<file path="config.mk">
export PLATFORM = sky130hd
export DESIGN_NAME = serial_subtractor_flat
export DESIGN_NICKNAME = d
export VERILOG_FILES = /design/src/rtl/serial_subtractor_if.sv /design/src/rtl/serial_subtractor.sv /design/src/flat_wrapper.sv
export SDC_FILE = /design/constraint.sdc
export NUM_CORES = 1
export LEC_CHECK = 0
export ABC_AREA = 1
export CORE_MARGIN = 2
export CORE_UTILIZATION = 42
export CTS_CLUSTER_SIZE = 8
export DETAILED_ROUTE_END_ITERATION = 8
export HOLD_SLACK_MARGIN = 0.12
export PLACE_DENSITY = 0.78
export SYNTH_ARGS = -nofsm -noshare
export SYNTH_HDL_FRONTEND = slang
export SYNTH_SLANG_ARGS = --single-unit
</file>
<file path="constraint.sdc">
create_clock -name clk -period 1.13 [get_ports clk]
set_clock_uncertainty 0.1 [all_clocks]
set_input_delay 0.1695 -clock clk [delete_from_list [all_inputs] [get_ports clk]]
set_output_delay 0.1695 -clock clk [all_outputs]
set_load 0.02 [all_outputs]
</file>
<file path="src/rtl/serial_subtractor_if.sv">
// Purpose: start/busy/done operand and result bundle for the bit-serial subtractor.
// Latency: none, wires only; the ovf member exists only when SUB_OVF_EN is defined.
// Backpressure: none; the controller waits for done before issuing the next start.
interface serial_subtractor_if #(
    parameter int N = 4
) ();
    logic         start;
    logic [N-1:0] a;
    logic [N-1:0] b;
    logic         bin;
    logic         busy;
    logic         done;
    logic [N-1:0] diff;
    logic         bout;
`ifdef SUB_OVF_EN
    logic         ovf;

    modport master (output start, a, b, bin, input busy, done, diff, bout, ovf);
    modport slave  (input start, a, b, bin, output busy, done, diff, bout, ovf);
`else
    modport master (output start, a, b, bin, input busy, done, diff, bout);
    modport slave  (input start, a, b, bin, output busy, done, diff, bout);
`endif
endinterface

</file>
<file path="src/rtl/serial_subtractor.sv">
// Purpose: bit-serial N-bit subtractor diff = a - b - bin, one full-subtractor cell reused LSB first.
// Latency: start accepted at edge 0, done pulses during cycle N+1 with diff/bout (and ovf) valid.
// Backpressure: start is only sampled in IDLE; starts while busy or done are dropped, not queued.
// Optional signed-overflow output is enabled by defining SUB_OVF_EN.
module serial_subtractor #(
    parameter int N = 4
) (
    input  logic                 clk,
    input  logic                 rst,
    serial_subtractor_if.slave   sub
);
    localparam int CW = (N > 2) ? $clog2(N) : 1;
    localparam logic [CW-1:0] LAST = CW'(N - 1);

    localparam logic [1:0] IDLE  = 2'd0;
    localparam logic [1:0] SHIFT = 2'd1;
    localparam logic [1:0] DONE  = 2'd2;

    logic [1:0]    state_q, state_d;
    logic [N-1:0]  ra_q, ra_d;
    logic [N-1:0]  rb_q, rb_d;
    logic          br_q, br_d;
    logic [CW-1:0] count_q, count_d;
    logic [N-1:0]  res_q, res_d;
    logic [N-1:0]  diff_q, diff_d;
    logic          bout_q, bout_d;
`ifdef SUB_OVF_EN
    logic          ovf_q, ovf_d;
`endif

    // cell inputs for the bit being processed this cycle
    logic cx, cy, cd, cb;

    // full-subtractor cell: difference and next borrow from the current LSBs and held borrow
    always_comb begin
        cx = ra_q[0];
        cy = rb_q[0];
        cd = cx ^ cy ^ br_q;
        cb = (~cx & cy) | (~(cx ^ cy) & br_q);
    end

    // next-state and datapath control for IDLE -> SHIFT -> DONE -> IDLE
    always_comb begin
        state_d = state_q;
        ra_d    = ra_q;
        rb_d    = rb_q;
        br_d    = br_q;
        count_d = count_q;
        res_d   = res_q;
        diff_d  = diff_q;
        bout_d  = bout_q;
`ifdef SUB_OVF_EN
        ovf_d   = ovf_q;
`endif
        case (state_q)
            IDLE: begin
                if (sub.start) begin
                    ra_d    = sub.a;
                    rb_d    = sub.b;
                    br_d    = sub.bin;
                    count_d = '0;
                    state_d = SHIFT;
                end
            end
            SHIFT: begin
                br_d    = cb;
                ra_d    = ra_q >> 1;
                rb_d    = rb_q >> 1;
                res_d   = {cd, res_q[N-1:1]};
                count_d = count_q + 1'b1;
                if (count_q == LAST) begin
                    // publish on the way into DONE so results line up with the done pulse
                    diff_d  = {cd, res_q[N-1:1]};
                    bout_d  = cb;
`ifdef SUB_OVF_EN
                    // sign bits of a, b and diff are this cycle's cell values
                    ovf_d   = (cx ^ cy) & (cd ^ cx);
`endif
                    state_d = DONE;
                end
            end
            DONE: begin
                state_d = IDLE;
            end
            default: begin
                state_d = IDLE;
            end
        endcase
    end

    // state and datapath registers, all cleared by the asynchronous reset
    always_ff @(posedge clk or posedge rst) begin
        if (rst) begin
            state_q <= IDLE;
            ra_q    <= '0;
            rb_q    <= '0;
            br_q    <= 1'b0;
            count_q <= '0;
            res_q   <= '0;
            diff_q  <= '0;
            bout_q  <= 1'b0;
`ifdef SUB_OVF_EN
            ovf_q   <= 1'b0;
`endif
        end else begin
            state_q <= state_d;
            ra_q    <= ra_d;
            rb_q    <= rb_d;
            br_q    <= br_d;
            count_q <= count_d;
            res_q   <= res_d;
            diff_q  <= diff_d;
            bout_q  <= bout_d;
`ifdef SUB_OVF_EN
            ovf_q   <= ovf_d;
`endif
        end
    end

    // status and result outputs straight from registered state
    always_comb begin
        sub.busy = (state_q == SHIFT);
        sub.done = (state_q == DONE);
        sub.diff = diff_q;
        sub.bout = bout_q;
`ifdef SUB_OVF_EN
        sub.ovf  = ovf_q;
`endif
    end
endmodule
</file>
<file path="src/flat_wrapper.sv">
// flat-port wrapper written by rule: the top's interface ports become plain ports
module serial_subtractor_flat 
#(
    parameter int N = 4
)
  (clk, rst, sub_start, sub_a, sub_b, sub_bin, sub_busy, sub_done, sub_diff, sub_bout);
  serial_subtractor_if #(.N(N)) sub_i ();
  input  logic clk;
  input  logic rst;
  input wire logic [$bits(sub_i.start)-1:0] sub_start;
  input wire logic [$bits(sub_i.a)-1:0] sub_a;
  input wire logic [$bits(sub_i.b)-1:0] sub_b;
  input wire logic [$bits(sub_i.bin)-1:0] sub_bin;
  output wire logic [$bits(sub_i.busy)-1:0] sub_busy;
  output wire logic [$bits(sub_i.done)-1:0] sub_done;
  output wire logic [$bits(sub_i.diff)-1:0] sub_diff;
  output wire logic [$bits(sub_i.bout)-1:0] sub_bout;
  assign sub_i.start = sub_start;
  assign sub_i.a = sub_a;
  assign sub_i.b = sub_b;
  assign sub_i.bin = sub_bin;
  assign sub_busy = sub_i.busy;
  assign sub_done = sub_i.done;
  assign sub_diff = sub_i.diff;
  assign sub_bout = sub_i.bout;
  serial_subtractor #(.N(N)) u_core (.clk(clk), .rst(rst), .sub(sub_i));
endmodule
</file>
### Word level (Yosys, flattened, before mapping)

Index checks and enable logic that the tools add are counted.

* bits in latches: 0
* ROM bits: 0
* RAM bits: 0
* output and inout bits: 7
* flip-flop bits (word level): 22
* bits of input ports: 12
* word-level logic and storage cells: 37
* memories kept: 0

* reduce and logical (&&, ||, !) cells: 5
* div/mod/pow operators: 0
* $mul: 0
* add/subtract/negate cells: 1
* mux-type cells: 11
* bitwise operators: 7
* $lt $le $gt $ge: 0
* equality and inequality tests: 5
* shift operators: 0

Operators with widths (number)
* case mux 4 bit (2 select lines): 2
* two-way mux 4 bit: 2
* case mux 2 bit (2 select lines): 2
* two-way mux 2 bit: 3
* AND reduction 2 bit: 3
* == test 2 bit, second input constant: 2
* adder 2 x 1 -> 2 bit, second input constant: 1
* AND 1 bit: 2
* == test 2 x 1 -> 1 bit, second input constant: 1
* logical NOT 2 bit: 1
* inequality test 2 x 1 -> 1 bit, second input constant: 1
* inequality test 2 bit, second input constant: 1
* inverter 1 bit: 2
* case mux 1 bit (2 select lines): 1
* nonzero test 2 bit: 1
* bitwise XOR 1 bit: 2
* two-way mux 1 bit: 1
* bitwise OR 1 bit: 1

### Depth between registers and ports, before layout

* depth in word-level cells: 5
* depth in mapped cells: 6
* depth with buffers taken out: 6

### Worst setup path after synthesis

Ideal clock, no wire load.

* kind: flip-flop to flip-flop
* start: register u_core.rb_q[0]
* end: register u_core.res_q[3]
* library setup time: 0.132 ns
* arrival: 0.977 ns
* path buffers: 0
* clock period less this slack: 1.209 ns
* path slack: -0.079 ns
* stages on the path, launching flop included: 5
* required time: 0.898 ns
* cell sequence: dfrtp_1 inv_1 fa_1 nand2_1 o21ai_0

* cells in the longest elaborated chain, start to end: 2

RTL lines
* from (decl): RTL line serial_subtractor.sv:21 `logic [N-1:0] rb_q, rb_d;`
* from (signal assigned): RTL line serial_subtractor.sv:108 `rb_q <= rb_d;`
* bitwise XOR 1 bit (2 in series): RTL line serial_subtractor.sv:38 `cd = cx ^ cy ^ br_q;`
* named net u_core.cd: RTL line serial_subtractor.sv:32 `logic cx, cy, cd, cb;`
* to (signal assigned): RTL line serial_subtractor.sv:111 `res_q <= res_d;`
* to (decl): RTL line serial_subtractor.sv:24 `logic [N-1:0] res_q, res_d;`

The timed path passes the listed nets, and every way through them passes these cells.
A chain may end at the register's enable or synchronous reset.

### Final worst setup path

* start: register u_core.state_q[1]
* end: output port sub_busy

* cells in the longest elaborated chain, start to end: 1

RTL lines
* from (decl): RTL line serial_subtractor.sv:19 `logic [1:0] state_q, state_d;`
* from (signal assigned): RTL line serial_subtractor.sv:106 `state_q <= state_d;`
* == test 2 x 1 -> 1 bit: RTL line serial_subtractor.sv:122 `sub.busy = (state_q == SHIFT);`
* to (decl): RTL line flat_wrapper.sv:14 `output wire logic [$bits(sub_i.busy)-1:0] sub_busy;`

No other way between the ends.

==> qor.yml <==
status: "finished with violations"
violations: "negative setup slack"
critPathKind: "register to output pin"
dp_hpwl_um: 1427
drive_above_1_share_pct: 36.88
die_w_um: 53.79
antenna_found_initial: 0
grt_usage_pct: 17.12
finalPower_uw: 4497
grt_setup_unrepaired: "true"
cp_common_cell: "buf_6"
synth_flop_cell: "dfrtp_1"
dieArea_um2: 2893
drt_iter0_drc: 12
drc: 0
ys_async_sr_fraction_pct: 100.0
tightest_slew_ns: 0.3645
max_freq_ghz: 0.7256
syn_nets: 132
synth.most_common_cell: "nand2_1"
setup_ws_ns: -0.2481
final_util_pct: 63.97
synth_top_cell_by_area: "dfrtp_1"
holdPathEnd: "u_core.rb_q[3]$_DFFE_PP0P_"
period_share_pct: 122.0
worstRegToRegCells: 8
setup_viol: 23
grt_pass1_vias: 833
critPathMaxFanout: 2
min_path_cells: 3
ys_ff_latch: 21
finalWirelength_um: 2148
yosysSeqAreaShare_pct: 50.48
design.core.area_um2: 2410
floorplan.rows: 18
ctsLongestPathBuffers: 2
final_nets: 175
holdWs_ns: 0.3057
critPathMaxStageDelay_ns: 0.45
vias: 903
vias_per_cell: 4.753
rr_endpoint: "u_core.sub.diff[3]$_DFFE_PP0P_"
postRouteAntennaNets: 0
synthDistinctLibCells: 21
power_density_nw_per_um2: 2917
synthCells: 118
syn_area_um2: 1041
slew_headroom_pct: 75.70
start_kind: "register"
grt_max_degree: 22
hold_viol_final: 0
cts.clk_slew.worst_paths_ns: 0.11
gp_congestion: 0.7758
r2r-start: "u_core.state_q[1]$_DFFE_PP0P_"
root_buffer: "clkbuf_4"
crit_required_ns: 0.86
worstHoldStart: "sub_b[3]"
die_y_um: 53.79
ys_top_cells_by_count: "nand2_1 (38), dfrtp_1 (21), inv_1 (18)"
cts.sinks: 21
cp.arrival_ns: 1.11
hp-class: "primary input to register"
start_util_pct: 43.20
synth-edff-count: 0
reg2reg_slack_ns: -0.23
layout_min_cycle_time_ns: 1.378
cts_inserted_buffers: 3
grt.overflow.total: 0
slew_violations: 0
portBuffers: 18
wl_per_cell_um: 11.31
antennaDiodeCount: 0
drv_cap: 0
worstPathCellList: "buf_6 > nor2_4 > buf_6"
end_kind: "output pin"
setup-tns-final_ns: -3.042
grt_pass1_wl_um: 3477
htreeDepth: 1
synth_top_area_share_pct: 50.48
p_leak_uw: 0.0008048
yosysWarnings: 0
post-place-ws_ns: -0.2776
crit_path_top_delay_cell: "dfrtp_1"
ioPinCount: 19
avgSynthCellArea_um2: 8.822
cts_tree: "done"
peakVddDrop_mv: 1.929
area_delta_synth_final_pct: 48.08
synth_area_leaders: "dfrtp_1 (50%), nand2_1 (14%), nand3_2 (6.7%)"
dr.pass1.iters: 4
clk_latency_ns: 0.30
## stage by stage
step / cells / cell area [µm²]
6_report: 190 / 1541
5_1_grt: 190 / 1541
4_1_cts: 186 / 1461
3_5_place_dp: 175 / 1353
3_3_place_gp: 175 / 1353
2_1_floorplan: 118 / 1044
## power by group
group	internal, µW	switching (µW)	leakage [µW]
combinational	1390	1430	0.000529
clock	137	220	0.0000150
sequential	1100	214	0.000260
## worst max path at each step
stage / from / to / slack, ns / cells after the start
finish: u_core.state_q[1]$_DFFE_PP0P_ / sub_busy / -0.25 / 3
detailed placement: u_core.state_q[1]$_DFFE_PP0P_ / sub_busy / -0.28 / 2
floorplan: u_core.br_q$_DFFE_PP0P_ / u_core.res_q[3]$_DFFE_PP0P_ / -0.06 / 4
global route: u_core.state_q[1]$_DFFE_PP0P_ / u_core.sub.diff[0]$_DFFE_PP0P_ / -0.28 / 8
global placement: u_core.state_q[1]$_DFFE_PP0P_ / sub_busy / -0.27 / 2
CTS: u_core.state_q[1]$_DFFE_PP0P_ / sub_busy / -0.22 / 3
## per-layer routing
metal | global-route usage (%) | vias up | routed length (µm)
li1 | - | 446 | -
met3 | 2.500 | 6 | 88
met5 | 0 | - | 0
met4 | 7.692 | 0 | 17
met2 | 30.69 | 30 | 1113
met1 | 19.96 | 421 | 928
## registers in the layout, summed over array words and instances, names as in the netlist
register and cells:
u_core.ra_q 4, u_core.rb_q 4, u_core.sub.diff 4, u_core.res_q 3
u_core.count_q 2, u_core.state_q 2, u_core.br_q 1, u_core.sub.bout 1
## timing repair
action / CTS / global route
endpoints found under the setup margin: 27 / 28
endpoints found under the hold margin: 21 / 0
buffers inserted: 6 / 3
hold buffers: 1 / 0
gates resized for setup: 48 / 13
cloned: 0 / 1
pin swaps: 1 / 0
## worst max-delay path, delay by kind of cell (launching register included)
family                 cells  cell delay, ns
DFF                        1            0.45
buffers and inverters      2            0.27
and+or+nand+nor            1            0.09
## logic make-up after synthesis
group                      synth area share [%]
AOI/OAI and AO/OA                         6.610
adders and majority gates                 3.125
buffers and inverters                     10.46
DFF                                       50.48
and+or+nand+nor                           29.33
## area by class of cell
class,instances,area (µm²)
clock buffer,4,26.28
fill,214,868.3
inverter,22,92.59
sequential,21,525.5
tap,30,37.54
multi-input combinational,73,459.2
timing repair buffer,40,400.4
## cells in the final DEF (no fill, tap or decap), drive strengths merged
master and instances:
clkdlybuf4s50 11, o21ai 8, a21oi 2, fa 1, nor2 4, nand3 14
clkbuf 4, nand2 43, inv 22, dlygate4sd3 1, buf 28, dfrtp 21
ha 1
Power figures use the tool's default switching activity.
